===== config.mk =====
export PLATFORM = sky130hd
export DESIGN_NAME = mu0_fetch_control
export DESIGN_NICKNAME = d
export VERILOG_FILES = /design/src/rtl/mu0_pkg.sv /design/src/rtl/mu0_fetch_control_mux12.sv /design/src/rtl/mu0_fetch_control.sv
export SDC_FILE = /design/constraint.sdc
export NUM_CORES = 1
export LEC_CHECK = 0
export BUFFER_PORTS_ARGS = -buffer_cell sky130_fd_sc_hd__buf_2
export CAP_MARGIN = 20
export CORE_UTILIZATION = 43
export CTS_CLUSTER_SIZE = 14
export DETAILED_ROUTE_END_ITERATION = 10
export HOLD_SLACK_MARGIN = 0.12
export PLACE_DENSITY_LB_ADDON = 0.3
export SLEW_MARGIN = 20
export SYNTH_ARGS = -nofsm -noshare
export SYNTH_HDL_FRONTEND = slang
export SYNTH_SLANG_ARGS = --single-unit

===== constraint.sdc =====
create_clock -name Clk -period 1.5 [get_ports Clk]
set_input_delay 0.15 -clock Clk [delete_from_list [all_inputs] [get_ports Clk]]
set_output_delay 0.15 -clock Clk [all_outputs]
set_load 0.05 [all_outputs]

===== src/rtl/mu0_pkg.sv =====
// Shared definitions for the MU0 sequencing stage: opcodes, FSM states and ALU controls.
package mu0_pkg;

  localparam logic [3:0] OP_LDA = 4'h0;
  localparam logic [3:0] OP_STA = 4'h1;
  localparam logic [3:0] OP_ADD = 4'h2;
  localparam logic [3:0] OP_SUB = 4'h3;
  localparam logic [3:0] OP_JMP = 4'h4;
  localparam logic [3:0] OP_JGE = 4'h5;
  localparam logic [3:0] OP_JNE = 4'h6;
  localparam logic [3:0] OP_STP = 4'h7;

  localparam logic [1:0] ALU_PASS_B = 2'b00;
  localparam logic [1:0] ALU_ADD    = 2'b01;
  localparam logic [1:0] ALU_SUB    = 2'b10;

  typedef enum logic [1:0] {
    S_FETCH = 2'd0,
    S_EXEC  = 2'd1,
    S_HALT  = 2'd2
  } state_t;

  // Only the accumulator-loading opcodes give a meaningful ALU operation.
  function automatic logic [1:0] alu_op_for(input logic [3:0] op);
    logic [1:0] res;
    res = ALU_PASS_B;
    if (op == OP_ADD) res = ALU_ADD;
    else if (op == OP_SUB) res = ALU_SUB;
    return res;
  endfunction

endpackage


===== src/rtl/mu0_fetch_control_mux12.sv =====
// 12-bit two-way address-select multiplexer (A when S=0, B when S=1).
module MU0_Mux12 (
  input  logic [11:0] A,
  input  logic [11:0] B,
  input  logic        S,
  output logic [11:0] Q
);

  assign Q = S ? B : A;

endmodule


===== src/rtl/mu0_fetch_control.sv =====
// MU0 sequencer: holds PC/IR and runs the fetch/execute/halt state machine
// driving the address mux, memory strobes and accumulator controls.
module mu0_fetch_control
  import mu0_pkg::*;
#(
  parameter logic [11:0] RESET_PC = 12'h000
) (
  input  logic        Clk,
  input  logic        Reset,
  input  logic [15:0] Din,
  input  logic        MemReady,
  input  logic        N,
  input  logic        Z,
  output logic [11:0] Address,
  output logic        AddrSel,
  output logic [11:0] PC,
  output logic [15:0] IR,
  output logic        Rd,
  output logic        Wr,
  output logic        AccEn,
  output logic [1:0]  AluOp,
  output logic        Fetch,
  output logic        Halted
);

  state_t      state_q, state_d;
  logic [11:0] pc_q, pc_d;
  logic [15:0] ir_q, ir_d;
  logic        addr_sel, rd, wr, acc_en;
  logic [1:0]  alu_op;
  logic [3:0]  opcode;

  assign opcode = ir_q[15:12];

  always_ff @(posedge Clk or posedge Reset) begin
    if (Reset) begin
      state_q <= S_FETCH;
      pc_q    <= RESET_PC;
      ir_q    <= 16'h0000;
    end else begin
      state_q <= state_d;
      pc_q    <= pc_d;
      ir_q    <= ir_d;
    end
  end

  always_comb begin
    state_d  = state_q;
    pc_d     = pc_q;
    ir_d     = ir_q;
    addr_sel = 1'b0;
    rd       = 1'b0;
    wr       = 1'b0;
    acc_en   = 1'b0;
    alu_op   = ALU_PASS_B;
    unique case (state_q)
      S_FETCH: begin
        rd = 1'b1;
        if (MemReady) begin
          ir_d    = Din;
          pc_d    = pc_q + 12'd1;
          state_d = S_EXEC;
        end
      end
      S_EXEC: begin
        case (opcode)
          OP_LDA, OP_ADD, OP_SUB: begin
            addr_sel = 1'b1;
            rd       = 1'b1;
            alu_op   = alu_op_for(opcode);
            acc_en   = MemReady;
            if (MemReady) state_d = S_FETCH;
          end
          OP_STA: begin
            addr_sel = 1'b1;
            wr       = 1'b1;
            if (MemReady) state_d = S_FETCH;
          end
          // Jumps never touch memory, so MemReady is irrelevant here.
          OP_JMP: begin
            addr_sel = 1'b1;
            pc_d     = ir_q[11:0];
            state_d  = S_FETCH;
          end
          OP_JGE: begin
            addr_sel = 1'b1;
            if (!N) pc_d = ir_q[11:0];
            state_d  = S_FETCH;
          end
          OP_JNE: begin
            addr_sel = 1'b1;
            if (!Z) pc_d = ir_q[11:0];
            state_d  = S_FETCH;
          end
          OP_STP:  state_d = S_HALT;
          default: state_d = S_FETCH;
        endcase
      end
      S_HALT:  state_d = S_HALT;
      default: state_d = S_FETCH;
    endcase
  end

  MU0_Mux12 u_addr_mux (
    .A (pc_q),
    .B (ir_q[11:0]),
    .S (addr_sel),
    .Q (Address)
  );

  // Strobes are gated by Reset so they drop without waiting for a clock edge.
  assign Rd      = rd & ~Reset;
  assign Wr      = wr & ~Reset;
  assign AccEn   = acc_en & ~Reset;
  assign AddrSel = addr_sel;
  assign AluOp   = alu_op;
  assign PC      = pc_q;
  assign IR      = ir_q;
  assign Fetch   = (state_q == S_FETCH);
  assign Halted  = (state_q == S_HALT);

endmodule

# [Word level (Yosys, flattened, before mapping)]
# Cells that the tools add are included.
[totals] in_bits=21 word_cells=53 output_inout_bits=48 regBits=30
[classes] n_eq_ne=14 n_bitwise=4 reduce_logical=9 addsub=1 mux=22
[ops] op="two-way mux 12 bit" n=4
[ops] op="case mux 12 bit (3 select lines)" n=1
[ops] op="case mux 12 bit (2 select lines)" n=1
[ops] op="equality test 4 x 3 -> 1 bit, second input constant" n=4
[ops] op="adder 12 x 1 -> 12 bit, second input constant" n=1
[ops] op="two-way mux 2 bit" n=6
[ops] op="inequality test 3 bit, second input constant" n=3
[ops] op="equality test 4 x 2 -> 1 bit, second input constant" n=2
[ops] op="two-way mux 1 bit" n=7
[ops] op="OR reduction 7 bit" n=1
[ops] op="case mux 2 bit (3 select lines)" n=1
[ops] op="AND reduction 5 bit" n=1
[ops] op="equality test 4 x 1 -> 1 bit, second input constant" n=1
[ops] op="zero test 4 bit" n=1
[ops] op="inequality test 4 x 2 -> 1 bit, second input constant" n=1
[ops] op="case mux 2 bit (2 select lines)" n=1
[ops] op="AND reduction 2 bit" n=2
[ops] op="OR reduction 4 bit" n=1
[ops] op="bitwise AND 1 bit" n=3
[ops] op="OR reduction 3 bit" n=1
[ops] op="equality test 2 x 1 -> 1 bit, second input constant" n=1
[ops] op="equality test 2 bit, second input constant" n=1
[ops] op="zero test 2 bit" n=1
[ops] op="inequality test 2 bit, second input constant" n=1
[ops] op="3 further kinds" n=3

# [Depth between registers and ports, before layout]
# Gate-level depths: netlist of the first run.
[logic_depth] word_depth=5 mapped_depth=6 depth_no_buf=5

# [Cells and area by module]
# From an unflattened synthesis of the first run, not the netlist that was laid out.
[unflattened] hier_cells=189 hier_area_um2=1752.9
[by_module_without_submodules] module="mu0_fetch_control" cells_each=176 instances=1 area_each_um2=1569.0 seq_area_each_um2=750.7
[by_module_without_submodules] module="MU0_Mux12" cells_each=13 instances=1 area_each_um2=183.9 seq_area_each_um2=0.0

# [Worst setup path after synthesis of the first run]
# Ideal clock, no wire load.
[synth_timing] kind="reg2out" startpoint="register ir_q[13] (netlist: IR[13])" endpoint="output Rd" path_stages_with_launch=4 required_ns=1.350 path_slack_ns=-0.829 arrival_ns=2.179 cell_sequence="dfrtp_1 nand2b_1 nand2_1 a211oi_1"
[synth_via] elab_chain_cells=5 elab_cells_between_ends=7
[synth_lines] item="start: declaration" line_no="mu0_fetch_control.sv:28" source="logic [15:0] ir_q, ir_d;"
[synth_lines] item="start signal: assignment" line_no="mu0_fetch_control.sv:43" source="ir_q <= ir_d;"
[synth_lines] item="equality test 4 x 2 -> 1 bit / zero test 4 bit (equally long branches)" line_no="mu0_fetch_control.sv:66" source="case (opcode)"
[synth_lines] item="OR reduction 3 bit (*)" line_no="mu0_fetch_control.sv:66"
[synth_lines] item="two-way mux 1 bit (*)" line_no="mu0_fetch_control.sv:66"
[synth_lines] item="case mux 1 bit (2 select lines) (*)" line_no="mu0_fetch_control.sv:56" source="unique case (state_q)"
[synth_lines] item="bitwise AND 1 bit (*)" line_no="mu0_fetch_control.sv:112" source="assign Rd = rd & ~Reset;"
[synth_lines] item="end: declaration" line_no="mu0_fetch_control.sv:18" source="output logic Rd,"
# Every way passes the cells marked *; elsewhere a longest branch is shown, timed or not.

# [Final worst setup path of the first run]
[layout_timing] startpoint="register state_q[1]" endpoint="output Address[8]"
[layout_via] elab_chain_cells=3
[layout_lines] item="start: declaration" line_no="mu0_fetch_control.sv:26" source="state_t state_q, state_d;"
[layout_lines] item="start signal: assignment" line_no="mu0_fetch_control.sv:41" source="state_q <= state_d;"
[layout_lines] item="equality test 2 x 1 -> 1 bit" line_no="mu0_fetch_control.sv:56"
[layout_lines] item="two-way mux 1 bit" line_no="mu0_fetch_control.sv:56"
[layout_lines] item="two-way mux 12 bit" line_no="mu0_fetch_control_mux12.sv:9" source="assign Q = S ? B : A;"
[layout_lines] item="end: declaration" line_no="mu0_fetch_control.sv:14" source="output logic [11:0] Address,"
# Every way passes these cells.

==> metrics.md, run 1 <==
| Metric | Value |
|---|---|
| Setup-failing EPs final | 47 |
| Congestion Overflow GR | 0 |
| Die Span Y | 65.5 um |
| Clock tree root driver cell | clkbuf_8 |
| Final setup margin | -0.426 ns |
| Vias per std cell | 5.98 |
| Total track usage | 0.290 |
| Synthesized area | 1730 um^2 |
| Share of cells above drive strength 1 | 0.656 |
| Final GP Congestion | 0.846 |
| Mux cell area share after synthesis | 0.207 |
| CP Launch Type | flop |
| Mapped Nets | 186 |
| Die W | 65.5 um |
| WL/cell | 18.4 um |
| Placement Rows | 22 |
| Clk_lat worst skew | 0.29 ns |
| Slew Limit Fails | 0 |
| Post-synth cell types | 38 |
| Critical Path RT | 1.35 ns |
| Area fraction in compound gates after synthesis | 0.162 |
| Seq/Total Area, Yosys | 0.434 |
| WL final | 6.02 mm |
| Final Net Count | 300 |
| Main combinational cell family by area after synthesis | multiplexers |
| Total die area | 4290 um^2 |
| Vias in the first global route | 1,898 |
| DP Wirelength | 3.14 mm |
| Initial antenna violation count | 0 |
| Failing checks | negative setup slack |
| Max-Cap Viols | 0 |
| H-Tree Depth | 2 |
| Antenna-violating nets left | 0 |
| CTS sink count | 30 |
| Hold Vio Cnt, Final | 0 |
| Mapped Cells | 164 |
| Crit share post-route | 1.28 |
| Data arrival, critical path | 1.78 ns |
| Minimum clock period | 1.93 ns |
| # fillers | 233 |
| Peak per-stage delay on the critical path | 0.44 ns |
| First-pass GRT wire length | 9.07 mm |
| Via count | 1,955 |
| Port Buffers | 68 |
| RSZ-0062 raised after global routing | true |
| Register bit total from synthesis | 30 |
| Most common cell after layout, fill and taps aside | buf_2 |
| Syn. warnings | 0 |
| Finished Layout Cells | 327 |
| Post-route DRC | 0 |
| Placed insts | 289 |
| CTS Buf Count | 5 |
| Worst path slowest cell | a311o_2 |
| Area Growth Syn to Fin | 74.4% |
| Worst-path cell chain | nand2b_4 > a311o_2 > mux2_4 > buf_6 |
| EDFF count, synth | 0 |
| Kind of critical path | reg -> out |
| Clock skew | 0.00295 ns |
| Synth Area in Simple Gates | 0.147 |
| 1st-pass router iterations | 5 |
| Drt first-iter violations | 92 |
| Most frequent cells in the layout | 48 x buf_2, 31 x buf_6, 19 x mux2_2, 18 x dlygate4sd3_1, 17 x dfrtp_1 |
| CTS tree | done |
| Min-Delay Path Class | in -> reg |
| Async SR Flop Fraction | 1.00 |
| Status | finished with violations |
| Syn_area_per_cell | 10.6 um^2 |
| Clock tree buffer depth | 2 |
| Clock-pin transition on the worst setup and hold timing paths | 0.06 ns |
| Max Freq | 519 MHz |
| Core area | 3770 um^2 |
| Xor/xnor cell area share of the yosys netlist | 0 |
| Ant diodes | 0 |
| Slew @ Worst Pin | 0.381 ns |
| Max-slew headroom | 0.746 |
| Maximum fanout along the worst path | 6 |
| CP Capture Type | output port |
| Largest net degree at the start of global routing | 31 |
| Ys flop type | dfrtp_1 |
| Starting Density | 0.459 |
| Ports | 69 |
| Adder-cell area share of the yosys netlist | 0.00723 |
-- metrics by stage --
step | hold WS, ns | area [um^2] | setup slack [ns] | utilization | TNS, ns
2_1_floorplan | 0.240 | 1890 | -0.221 | - | -2.84
3_3_place_gp | 0.333 | 2350 | -0.138 | 0.622 | -2.47
3_5_place_dp | 0.332 | 2350 | -0.156 | 0.622 | -2.77
4_1_cts | 0.387 | 2910 | -0.449 | 0.772 | -7.74
5_1_grt | 0.527 | 3020 | -0.452 | 0.801 | -12.90
6_report | 0.470 | 3020 | -0.426 | 0.801 | -11.28
-- Yosys cell counts, drive strengths merged (2+ instances only) --
cell,n,share of area
clkbuf,3,0.0065
o211ai,3,0.013
a31oi,4,0.014
mux2,28,0.20
and3,3,0.011
o22ai,2,0.0072
a21oi,9,0.026
dfrtp,30,0.43
o22a,4,0.020
a22oi,2,0.0087
a32oi,2,0.010
nor2b,2,0.0072
nand2,13,0.028
nand3,7,0.020
o221ai,2,0.010
and2,2,0.0072
buf,8,0.032
nor3,6,0.017
o21ai,5,0.014
nor2,11,0.024
nand2b,2,0.0072
nand4,2,0.0072
inv,2,0.0043
-- worst max-delay path: cells and delay by family (launching register included) --
family | cells | cell delay [ns]
buffers and inverters | 1 | 0.15
AO/OA/AOI/OAI | 1 | 0.44
flip-flops | 1 | 0.40
AND/OR/NAND/NOR | 1 | 0.16
multiplexers | 1 | 0.34
-- registers in the layout, indices dropped and copies added (netlist names) --
name and flops:
state_q 2, PC 12, IR 16
-- cells by family after synthesis --
logic type                 Yosys count
adders and majority gates            1
and+or+nand+nor                     52
muxes                               29
buffers and inverters               13
AOI/OAI and AO/OA                   39
DFF                                 30
-- layer usage --
metal / up-vias / global-route usage / part of all wire
li1: 852 / - / -
met1: 955 / 0.340 / 0.39
met2: 113 / 0.468 / 0.49
met3: 35 / 0.0694 / 0.075
met4: 0 / 0.193 / 0.053
met5: - / 0 / 0
-- repair_timing --
action                                  4_1_cts  5_1_grt
pin swaps                                    16       13
hold buffers                                 18        0
buffers inserted                              7        5
endpoints found under the setup margin       30       50
cloned                                        1        1
hold endpoints to repair                     47        0
gates resized for setup                      71       20
-- final cells by class --
cell class / count / area (um^2) / area share
multi-input combinational: 123 / 1150 / 0.382
timing repair buffer: 116 / 940 / 0.311
sequential: 30 / 769 / 0.255
clock buffer: 7 / 86.3 / 0.0286
tap: 48 / 60.1 / 0.0199
inverter: 2 / 7.51 / 0.00249
clock inverter: 1 / 5.00 / 0.00166
-- worst paths after layout --
| path | start | endpoint | slack (ns) | cells past startpoint |
|---|---|---|---|---|
| worst min-delay path | N | PC[0] | 0.47 | 5 |
| worst max-delay path | state_q[1] | Address[8] | -0.43 | 4 |
| worst min register to register | PC[6] | PC[6] | 0.55 | 1 |
| max in group asynchronous | Reset | IR[12] | 0.62 | 4 |
| worst max register to register | state_q[1] | PC[10] | -0.36 | 10 |
| min in group asynchronous | Reset | IR[0] | 0.57 | 4 |
Power of run 1 is not shown: default switching activity piles up to over one toggle a cycle in this logic, so the estimate is an artifact.
==> run 2: changes to the inputs <==
- CORE_UTILIZATION: 43 -> 44
- PLACE_DENSITY: not set -> 0.85
- PLACE_DENSITY_LB_ADDON: 0.3 -> not set
- SYNTH_HIERARCHICAL: not set -> 1
==> run 2 against run 1 <==
Compared with the run above: the run still ends with negative setup slack left; sequential share of layout area fell by 0.89 points; fmax down 5.5%; worst hold slack worse by 0.055 ns; register-to-register slack gained 0.09 ns; synthesized cell count increased by 15%; final cell count increased by 12%; sequential cell count did not move; via count rose by 8.5%; critical path depth is 1 higher; design area rose by 4.3%; largest cell class unchanged.
==> metrics.md, run 2 <==
| Metric | Value |
|---|---|
| Worst hold path cell count | 4 (-1) |
| Drt first-iter violations | 326 (+250%) |
| Mapped Nets | 211 (+13%) |
| Most frequent cell after synthesis | nand2_1 |
| Post-route DRC | 0 (unchanged) |
| Initial antenna violation count | 0 (unchanged) |
| M1 GR Usage | 0.412 (+0.0715) |
| Reg2reg setup slack | -0.27 ns (+0.09 ns) |
| Ports | 69 (unchanged) |
| RSZ-0062 raised after global routing | true |
| Syn_area_per_cell | 9.27 um^2 (-12%) |
| Total track usage | 0.348 (+0.0582) |
| Starting Density | 0.468 (+0.00906) |
| EDFF count, synth | 0 (unchanged) |
| Synth top area share | 0.428 (-0.00526) |
| Synthesized area | 1750 um^2 (+1.2%) |
| Minimum clock period | 2.04 ns (+0.111 ns) |
| CP Launch Type | flop |
| Max-slew headroom | 0.734 (-0.0124) |
| Reg2Reg Depth | 9 (-1) |
| CTS tree | done |
| Top post-synthesis cells by count | 60 x nand2_1, 30 x dfrtp_1, 13 x o22a_1 |
| Share of cells above drive strength 1 | 0.569 (-0.0867) |
| Max Freq | 491 MHz (-5.5%) |
| Setup-failing EPs final | 46 (-2.1%) |
| CTS sink count | 30 (unchanged) |
| Total die area | 4240 um^2 (-1.0%) |
| Worst-path cell chain | nand2b_4 > a311oi_4 > buf_6 > mux2_4 > buf_6 |
| Antenna-violating nets left | 0 (unchanged) |
| Hold_sp | MemReady |
| Congestion Overflow GR | 0 (unchanged) |
| GR Layer Usage met2 | 0.589 (+0.121) |
| Vias per std cell | 5.80 (-3.0%) |
| Most common cell after layout, fill and taps aside | nand2_1 |
| Hold Slack | 0.416 ns (-0.0549 ns) |
| GR peak layer | met2 |
| Final Instance Area | 3150 um^2 (+4.3%) |
| Most common cell on crit path | buf_6 |
| Largest register FFs | 16 (unchanged) |
| Seq/Total Area, Yosys | 0.428 (-0.00526) |
| Final GP Congestion | 0.848 (+0.13%) |
| Slew Limit Fails | 0 (unchanged) |
| Placement Rows | 22 (unchanged) |
| Area Growth Syn to Fin | 79.7% |
| Grt met3 use | 0.0799 (+0.0104) |
| Die W | 65.1 um (-0.52%) |
| Register bit total from synthesis | 30 (unchanged) |
| Kind of critical path | reg -> out |
| Hold Vio Cnt, Final | 0 (unchanged) |
| CP Capture Type | output port |
| Core area | 3740 um^2 (-0.73%) |
| Critical Path RT | 1.35 ns (about the same) |
| Min-Delay Path Class | in -> reg |
| First-pass GRT wire length | 10.7 mm (+18%) |
| Die Span Y | 65.1 um (-0.52%) |
| H-Tree Depth | 2 (unchanged) |
| Final setup margin | -0.537 ns (-0.111 ns) |
| Largest net degree at the start of global routing | 31 (unchanged) |
| Status | finished with violations |
| Clock-pin transition on the worst setup and hold timing paths | 0.07 ns (about the same) |
| Post-DP Area | 2420 um^2 (+3.0%) |
| Post-synth cell types | 38 (unchanged) |
| Max-Cap Viols | 0 (unchanged) |
| Port Buffers | 68 (unchanged) |
| Syn. warnings | 6 (+6) |
| DP Wirelength | 3.34 mm (+6.2%) |
| Vias in the first global route | 2,119 (+12%) |
| Data arrival, critical path | 1.89 ns (+0.11 ns) |
| RR Startpoint | IR[14] |
| Clock skew | 0.00978 ns (+0.00682 ns) |
| Async SR Flop Fraction | 1.00 (unchanged) |
| Crit share post-route | 1.36 (+0.0742) |
| CTS Buf Count | 5 (unchanged) |
| Worst path slowest cell | dfrtp_2 |
| Synth top area cells | dfrtp_1 43%, nand2_1 13%, mux2_4 8.6% |
| Post-synth top area cell | dfrtp_1 |
| Ys flop type | dfrtp_1 |
| Worst R2R End | PC[9] |
| Failing checks | negative setup slack |
| Mapped Cells | 189 (+15%) |
| Clock tree buffer depth | 2 (unchanged) |
| Clk_lat worst skew | 0.30 ns (about the same) |
| 1st-pass router iterations | 7 (+2) |
| WL final | 7.37 mm (+22%) |
| Clock tree root driver cell | clkbuf_8 |
| Maximum fanout along the worst path | 7 (+1) |
| Most frequent cells in the layout | 57 x nand2_1, 48 x buf_2, 34 x buf_6, 26 x buf_4, 18 x dlygate4sd3_1 |
| Setup tns final | -10.19 ns (+1.10 ns) |
| Slew @ Worst Pin | 0.399 ns (+0.0186 ns) |
| WL/cell | 20.1 um (+9.4%) |
| Ant diodes | 0 (unchanged) |
| Via count | 2,122 (+8.5%) |
| Peak per-stage delay on the critical path | 0.41 ns (-0.03 ns) |
| Hold Path Sink | state_q[0] |
| Final Net Count | 340 (+13%) |
| Launch point of the worst path | state_q[1] |
run 2: cell count changes in the layout (fill, tap and decap cells not counted), moves of 3 or more:
cell and delta:
nand2_1 +48, mux2_2 -18, buf_4 +10, o22a_1 +9, dfrtp_1 -4, dfrtp_2 +4
nand3_2 -4, buf_6 +3, mux2_4 +3, o211ai_1 -3, o21ai_1 -3
run 2: logic make-up after synthesis:
| group | share of synthesized area |
|---|---|
| compound gates | 0.166 |
| flops | 0.428 |
| mux | 0.111 |
| fa+ha+maj | 0.00714 |
| buf+inv | 0.0421 |
| simple gates | 0.246 |
run 2: worst max-delay path: cells and delay by family, from the launching register on:
family / cells / cell delay [ns]
buffers and inverters: 2 / 0.40
muxes: 1 / 0.33
DFF: 1 / 0.41
AOI/OAI and AO/OA: 1 / 0.30
and+or+nand+nor: 1 / 0.16
run 2: area by class of cell:
| type | count | area [um^2] |
|---|---|---|
| repair buffers | 131 | 1090 |
| inverters | 2 | 7.51 |
| multi-input cells | 148 | 1140 |
| fillers | 198 | 593 |
| well taps | 48 | 60.1 |
| clock buffers | 7 | 76.3 |
| flip-flops and latches | 30 | 774 |
run 2: worst max path at each step:
| stage | to | depth (start not counted) |
|---|---|---|
| 2_1_floorplan | Address[0] | 6 |
| 3_3_place_gp | Address[9] | 5 |
| 3_5_place_dp | Address[9] | 5 |
| 4_1_cts | Address[9] | 5 |
| 5_1_grt | Address[5] | 5 |
| 6_report | Address[5] | 5 |
run 2: timing repair:
item	CTS	global route
endpoints found under the setup margin	27	48
pin swaps	18	15
gates resized for setup	76	22
hold buffers	18	0
hold endpoints to repair	47	0
setup buffers	14	10
gates cloned	2	0
run 2: stage by stage:
stage                     setup WS [ns]  cells   util
after CTS                        -0.438    364  0.825
final                            -0.537    366  0.842
after floorplan                  -0.751    189      -
after detailed placement         -0.185    323  0.646
after global routing             -0.533    366  0.842
after global placement           -0.153    323  0.646
run 2: metal layers:
layer  up-vias  share of wire
met1      1030           0.37
met3        35          0.074
met2       128           0.51
met5         -              0
li1        929              -
met4         0          0.046
Power of run 2 is left out for the same reason.
==> run 3: changes to the inputs <==
- PLACE_DENSITY: 0.85 -> 0.74
- SKIP_LAST_GASP: not set -> 1
==> run 3 against run 2 <==
Compared with the run above: the run still ends with negative setup slack left; worst setup slack better by 0.0075 ns; largest cell class unchanged; highest routed layer unchanged; worst hold slack worse by 0.15 ns; critical path depth unchanged.
==> metrics.md, run 3 (synthesis results as in run 2) <==
| Metric | Value |
|---|---|
| Status | finished with violations |
| Failing checks | negative setup slack |
| Port Buffers | 68 (unchanged) |
| Finished Layout Cells | 365 (-0.27%) |
| Setup tns final | -8.58 ns (+1.60 ns) |
| Final Net Count | 338 (-0.59%) |
| Storage cell area | 774 um^2 (unchanged) |
| H-Tree Depth | 2 (unchanged) |
| Die Span Y | 65.1 um (unchanged) |
| Initial antenna violation count | 0 (unchanged) |
| Die W | 65.1 um (unchanged) |
| 1st-pass router iterations | 4 (-3) |
| Ant diodes | 0 (unchanged) |
| CTS Buf Count | 5 (unchanged) |
| CTS tree | done |
| Most frequent cells in the layout | 61 x buf_2, 56 x nand2_1, 30 x buf_4, 18 x dlygate4sd3_1, 16 x dfrtp_2 |
| Clock-pin transition on the worst setup and hold timing paths | 0.06 ns (about the same) |
| Area Growth Syn to Fin | 73.9% |
| Via count | 2,021 (-4.8%) |
| Congestion Overflow GR | 0 (unchanged) |
| Most common cell after layout, fill and taps aside | buf_2 |
| DP Wirelength | 3.33 mm (-0.39%) |
| Data arrival, critical path | 1.88 ns (about the same) |
| Crit share post-route | 1.35 (-0.00502) |
| Min-Delay Path Class | in -> reg |
| Critical Path RT | 1.35 ns (about the same) |
| Slew Limit Fails | 0 (unchanged) |
| Total track usage | 0.286 (-0.0624) |
| # fillers | 216 (+9.1%) |
| WL/cell | 16.8 um (-17%) |
| Placed insts | 324 (+0.31%) |
| Post-DP Area | 2440 um^2 (+0.83%) |
| Largest net degree at the start of global routing | 31 (unchanged) |
| CP Launch Type | flop |
| Minimum clock period | 2.03 ns (-0.00753 ns) |
| Final GP Congestion | 0.848 (about the same) |
| Clock tree root driver cell | clkbuf_8 |
| Total die area | 4240 um^2 (unchanged) |
| Antenna-violating nets left | 0 (unchanged) |
| RSZ-0062 raised after global routing | true |
| First-pass GRT wire length | 9.04 mm (-16%) |
| Clk_lat worst skew | 0.28 ns (-0.02 ns) |
| Share of cells above drive strength 1 | 0.552 (-0.0171) |
| Setup-failing EPs final | 30 (-35%) |
| Clock tree buffer depth | 2 (unchanged) |
| WL final | 6.12 mm (-17%) |
| Vias per std cell | 5.54 (-4.5%) |
| Slew @ Worst Pin | 0.374 ns (-0.0251 ns) |
| Multi-input logic area | 1100 um^2 (-3.5%) |
| Max Freq | 493 MHz (+0.37%) |
| Max-Cap Viols | 0 (unchanged) |
| Clock skew | 0.00631 ns (-0.00347 ns) |
| CP Capture Type | output port |
| Final setup margin | -0.530 ns (+0.00753 ns) |
| Core area | 3740 um^2 (unchanged) |
| Placement Rows | 22 (unchanged) |
| Kind of critical path | reg -> out |
| Largest register FFs | 16 (unchanged) |
| Post-route DRC | 0 (unchanged) |
| Max-slew headroom | 0.750 (+0.0167) |
| CTS sink count | 30 (unchanged) |
| Drt first-iter violations | 107 (-67%) |
| Final Instance Area | 3050 um^2 (-3.2%) |
| Ports | 69 (unchanged) |
| Hold Vio Cnt, Final | 0 (unchanged) |
| Maximum fanout along the worst path | 13 (+6) |
| Vias in the first global route | 1,892 (-11%) |
| Starting Density | 0.468 (unchanged) |
## run 3: changes by cell type in the layout (fill, tap and decap cells not counted), sizes merged
cell,before,now
clkinv,0,1
buf,113,110
bufbuf,0,1
## run 3: what timing repair did
action / CTS / global route
pin swaps: 7 / 9
setup buffers: 5 / 10
hold buffers: 18 / 0
endpoints found under the hold margin: 47 / 0
setup endpoints to repair: 25 / 49
resized for setup: 27 / 22
gates cloned: 3 / 0
## run 3: worst paths after layout
check                            from          end  slack, ns  depth (start not counted)
max in group asynchronous       Reset       IR[12]       0.61                          4
min                          MemReady       IR[11]       0.27                          4
min reg2reg                     IR[1]        IR[1]       0.53                          2
max                        state_q[1]  Address[11]      -0.53                          5
min in group asynchronous       Reset       IR[11]       0.57                          4
max reg2reg                state_q[1]        PC[2]      -0.24                          7
## run 3: layout make-up
type / count / share of cell area
Multi-Input combinational cell: 148 / 0.361
Timing Repair Buffer: 129 / 0.333
Sequential cell: 30 / 0.254
Clock buffer: 7 / 0.0283
Tap cell: 48 / 0.0197
Inverter: 2 / 0.00246
Clock inverter: 1 / 0.00164
## run 3: stage by stage
step	setup slack [ns]	hold WS, ns	util
6_report	-0.530	0.268	0.815
5_1_grt	-0.560	0.278	0.815
4_1_cts	-0.501	0.382	0.784
3_5_place_dp	-0.197	0.320	0.651
3_3_place_gp	-0.171	0.318	0.651
2_1_floorplan	-0.751	0.240	-
## run 3: layer usage
metal / part of all wire / wire length (um) / vias up / track usage
li1: - / - / 933 / -
met1: 0.41 / 2520 / 966 / 0.361
met2: 0.49 / 3010 / 92 / 0.482
met3: 0.055 / 335 / 30 / 0.0503
met4: 0.042 / 254 / 0 / 0.120
met5: 0 / 0 / - / 0
## run 3: critical path, stage by stage, from the launching register on
cell and delay [ns]:
dfrtp_2 0.40, nand2b_4 0.16, a311oi_4 0.27, buf_12 0.21, mux2_2 0.34, buf_2 0.21
Power of run 3 is left out for the same reason.
